### src/rtl/ram_access_arbiter.sv
// Round-robin arbiter sharing one single-port synchronous RAM between a write
// requester and a read requester. Grants are combinational, RAM controls are
// registered, and read data returns two cycles after its grant.
module ram_access_arbiter #(
  parameter int unsigned ADDR_WIDTH = 8,
  parameter int unsigned DATA_WIDTH = 8,
  parameter int unsigned CNT_WIDTH  = 16
) (
  input  logic                  clk,
  input  logic                  rst,
  input  logic                  wr_req,
  input  logic [ADDR_WIDTH-1:0] wr_addr,
  input  logic [DATA_WIDTH-1:0] wr_data,
  output logic                  wr_gnt,
  input  logic                  rd_req,
  input  logic [ADDR_WIDTH-1:0] rd_addr,
  output logic                  rd_gnt,
  output logic [DATA_WIDTH-1:0] rd_data,
  output logic                  rd_valid,
  output logic                  mem_en,
  output logic                  mem_we,
  output logic [ADDR_WIDTH-1:0] mem_addr,
  output logic [DATA_WIDTH-1:0] mem_wdata,
  input  logic [DATA_WIDTH-1:0] mem_rdata,
  output logic [CNT_WIDTH-1:0]  wr_cnt,
  output logic [CNT_WIDTH-1:0]  rd_cnt
);

  typedef enum logic [1:0] {ST_IDLE, ST_WR, ST_RD} state_t;
  typedef enum logic {WIN_WR = 1'b0, WIN_RD = 1'b1} win_t;

  localparam logic [CNT_WIDTH-1:0] CNT_MAX = '1;

  state_t state;
  state_t state_d;
  win_t   last_win;
  logic   contested;

  // Grant selection: a lone request wins; a contest goes to the last loser.
  always_comb begin
    wr_gnt    = 1'b0;
    rd_gnt    = 1'b0;
    contested = wr_req && rd_req;
    if (!rst) begin
      if (contested) begin
        wr_gnt = (last_win == WIN_RD);
        rd_gnt = (last_win == WIN_WR);
      end else begin
        wr_gnt = wr_req;
        rd_gnt = rd_req;
      end
    end
  end

  // Next issue state follows the access granted this cycle.
  always_comb begin
    state_d = ST_IDLE;
    if (wr_gnt) begin
      state_d = ST_WR;
    end else if (rd_gnt) begin
      state_d = ST_RD;
    end
  end

  // Issue state register; mem_en/mem_we are loaded alongside it so they are
  // clean flop outputs rather than a decode of the encoded state.
  always_ff @(posedge clk or posedge rst) begin
    if (rst) begin
      state  <= ST_IDLE;
      mem_en <= 1'b0;
      mem_we <= 1'b0;
    end else begin
      state  <= state_d;
      mem_en <= (state_d != ST_IDLE);
      mem_we <= (state_d == ST_WR);
    end
  end

  // Priority pointer moves only when both ports competed.
  always_ff @(posedge clk or posedge rst) begin
    if (rst) begin
      last_win <= WIN_RD;
    end else if (contested) begin
      last_win <= wr_gnt ? WIN_WR : WIN_RD;
    end
  end

  // RAM address/data capture from the granted port; held while idle.
  always_ff @(posedge clk or posedge rst) begin
    if (rst) begin
      mem_addr  <= '0;
      mem_wdata <= '0;
    end else if (wr_gnt) begin
      mem_addr  <= wr_addr;
      mem_wdata <= wr_data;
    end else if (rd_gnt) begin
      mem_addr  <= rd_addr;
    end
  end

  // Read return strobe: one cycle after the read is presented to the RAM.
  always_ff @(posedge clk or posedge rst) begin
    if (rst) begin
      rd_valid <= 1'b0;
    end else begin
      rd_valid <= (state == ST_RD);
    end
  end

  assign rd_data = rd_valid ? mem_rdata : '0;

  // Saturating grant counters.
  always_ff @(posedge clk or posedge rst) begin
    if (rst) begin
      wr_cnt <= '0;
      rd_cnt <= '0;
    end else begin
      if (wr_gnt && (wr_cnt != CNT_MAX)) begin
        wr_cnt <= wr_cnt + CNT_WIDTH'(1);
      end
      if (rd_gnt && (rd_cnt != CNT_MAX)) begin
        rd_cnt <= rd_cnt + CNT_WIDTH'(1);
      end
    end
  end

endmodule
### config.mk
export PLATFORM = sky130hd
export DESIGN_NAME = ram_access_arbiter
export DESIGN_NICKNAME = d
export VERILOG_FILES = /design/src/rtl/ram_access_arbiter.sv
export SDC_FILE = /design/constraint.sdc
export NUM_CORES = 1
export LEC_CHECK = 0
export BUFFER_PORTS_ARGS = -buffer_cell sky130_fd_sc_hd__buf_2
export CAP_MARGIN = 20
export CORE_UTILIZATION = 35
export DETAILED_ROUTE_END_ITERATION = 7
export PLACE_DENSITY = 0.64
export SYNTH_ARGS = -nofsm -noshare
export SYNTH_HDL_FRONTEND = slang
export SYNTH_SLANG_ARGS = --single-unit
### constraint.sdc
create_clock -name clk -period 1.9 [get_ports clk]
set_input_delay 0.095 -clock clk [delete_from_list [all_inputs] [get_ports clk]]
set_output_delay 0.095 -clock clk [all_outputs]
set_load 0.05 [all_outputs]
==> flow_summary.ini <==
[global_route]
track_usage_pct = 16.5
antenna_found_initial = 0
grt_max_degree = 55
grt_pass1_wl_um = 9710
grt_pass1_vias = 2173
gr-total-overflow = 0

[floorplan]
die_w_um = 86.8
dieArea_um2 = 7540
die_y_um = 86.8
coreArea_um2 = 6870
ioPinCount = 97
start_util_pct = 36.7
rows = 30

[setup_path]
worstPathMaxFanout = 6
reg2reg_depth = 4
critPathLaunchType = flop
end_kind = flop
r2r_start = wr_cnt[9]
critPathKind = flop to flop
cp.required_ns = 2.10
startpoint = wr_cnt[9]
worstPathArrival_ns = 2.01

[timing]
slew_headroom_pct = 34.9
finalSetupViolCount = 0
finalMaxSlewViolations = 0
hold_violations = 0
rsz0062_at_grt = false
max_freq_ghz = 0.551
worst_pin_slew_ns = 0.970
period_share_pct = 95.5
fin_setup_tns_ns = 0
fin_ws_ns = 0.0848
min_period_ns = 1.82
fin_skew_ns = 0.00612
holdWs_ns = 0.0351

[logic_synthesis]
synth_top_area_cell = dfrtp_1
syn_area_um2 = 2520
yosysWarnings = 0
synthArstFlopShare_pct = 100
synth_edf_count = 0
synth.avg_cell_area_um2 = 10.6
yosys_register_bits = 54
synth_nets = 275
synth_top_area_share_pct = 52.7
synth_ff_type = dfrtp_1
ys_top_cells_by_area = dfrtp_1, xor2_1, nand2_1
synth_common_cells = dfrtp_1, nand2_1, xor2_1
ys_types = 38
seq_area_frac_synth_pct = 53.7
synthCells = 237
synth_most_common_cell = dfrtp_1

[routing]
detail-route-antenna-nets = 0
via_count = 2143
vias_per_cell = 4.72
routedWlPerCell_um = 12.8
drc = 0
drt_iter0_markers = 42
first_pass_iters = 4
routed_wl_um = 5800

[pwr]
max-vdd-ir-drop_mv = 0.570
p_comb_share_pct = 36.4
pwr-share-seq_pct = 42.7
p_per_area_nw_per_um2 = 1050
leakagePower_uw = 0.00183
p_sw_uw = 1500
p_clk_share_pct = 20.9
p_sw_share_pct = 41.7
p_int_uw = 2100
p_total_uw = 3600

[clock_network]
insertion_delay_ns = 0.30
htree_levels = 2
cts_tree = yes
cts_sinks = 54
clk_pin_slew_worst_paths_ns = 0.09
clock_path_buffers = 2
root_buffer = clkbuf_8
post_cts_buffers = 0
cts_made_buffers = 5

[placed_design]
port_buffers = 96
dpl_worst_slack_ns = 0.0959
gp_congestion = 0.826
dp_hpwl_um = 4260

[final_layout]
final_util_pct = 49.8
seq_area_um2 = 1380
syn_to_final_growth_pct = 35.9
multiInputGateArea_um2 = 1120
fin_nets = 395
drive_above_1_share_pct = 41.1
fillCellCount = 655
antenna_cells = 0

[worst_hold_path]
hold_class = input port to async pin

[run_status]
status = complete, no violations

[flow_run]
drv_cap = 0
[sequential cells by signal, indices dropped and copies added (netlist names)]
name	flops
mem_addr	8
last_win	1
mem_wdata	8
mem_we	1
rd_valid	1
state	2
wr_cnt	16
rd_cnt	16
mem_en	1
[critical path, stage by stage (launching register included)]
cell and delay, ns:
dfrtp_2 0.42, nand4_1 0.18, or4_1 0.62, and2_4 0.20
mux2_4 0.28
[stage by stage]
| step | cell area [um2] | std cells |
|---|---|---|
| floorplan | 2560 | 237 |
| global placement | 3230 | 438 |
| detailed placement | 3230 | 438 |
| CTS | 3420 | 454 |
| global route | 3420 | 454 |
| finish | 3420 | 454 |
[placed cells by master, fill, tap and decap left out, types with 2 or more instances in the layout]
| master | instances |
|---|---|
| a2111oi_0 | 2 |
| a21oi_1 | 3 |
| and2_1 | 8 |
| and3_1 | 5 |
| and4_1 | 3 |
| buf_2 | 95 |
| buf_4 | 14 |
| clkbuf_1 | 2 |
| clkbuf_8 | 5 |
| dfrtp_1 | 34 |
| dfrtp_2 | 19 |
| dlygate4sd3_1 | 8 |
| inv_1 | 7 |
| mux2_2 | 2 |
| mux2i_1 | 8 |
| nand2_1 | 44 |
| nand2b_1 | 3 |
| nand3_1 | 8 |
| nand4_1 | 12 |
| nor2_1 | 5 |
| nor2b_1 | 3 |
| nor3_1 | 5 |
| nor3b_1 | 4 |
| nor4_1 | 5 |
| nor4b_1 | 2 |
| o21ai_0 | 8 |
| xnor2_1 | 8 |
| xor2_1 | 20 |
[path summary, 6_finish.rpt]
kind | to | slack (ns)
worst max-delay path | wr_cnt[1] | 0.08
worst min-delay path | wr_cnt[3] | 0.04
worst max register to register | wr_cnt[1] | 0.08
worst min register to register | rd_valid | 0.40
max in group asynchronous | rd_cnt[1] | 1.39
min in group clk | mem_addr[5] | 0.08
[power groups by stage]
stage          registers [uW]  logic (uW)  clock network, uW
3_3_place_gp             1550        1300                  0
3_5_place_dp             1560        1310                  0
2_1_floorplan            2170         334                  0
5_1_grt                  1580        1400                830
4_1_cts                  1540        1320                776
6_report                 1540        1310                752
[per-layer routing]
layer	track usage, %	wire, um	up-vias
li1	-	-	1056
met1	20.1	2600	1005
met2	28.2	2750	72
met3	4.48	337	10
met4	5.45	112	0
met5	0	0	-
[area by class of cell]
cell class | count | share of cell area, %
Multi-Input combinational cell | 171 | 32.9
Tap cell | 96 | 3.51
Sequential cell | 54 | 40.2
Timing Repair Buffer | 117 | 19.3
Clock inverter | 1 | 0.878
Clock buffer | 7 | 2.23
Inverter | 8 | 0.987
[repair_timing]
| item | in CTS | in global routing |
|---|---|---|
| resized for setup | 0 | 2 |
| endpoints found under the setup margin | 0 | 1 |
| hold buffers | 8 | 0 |
| hold endpoints to repair | 8 | 0 |
[cell families (layout without fill, tap and decap cells)]
family                     count (synthesis)  after routing  synth area share (%)
adders and majority gates                  2              2                 0.993
AOI/OAI and AO/OA                         15             15                  3.38
muxes                                     11             11                  4.67
xor gates and xnor gates                  28             28                  9.74
buffers and inverters                     12            133                  2.14
and+or+nand+nor                          115            115                  25.4
DFF                                       54             54                  53.7
(Power assumes the default switching activity.)
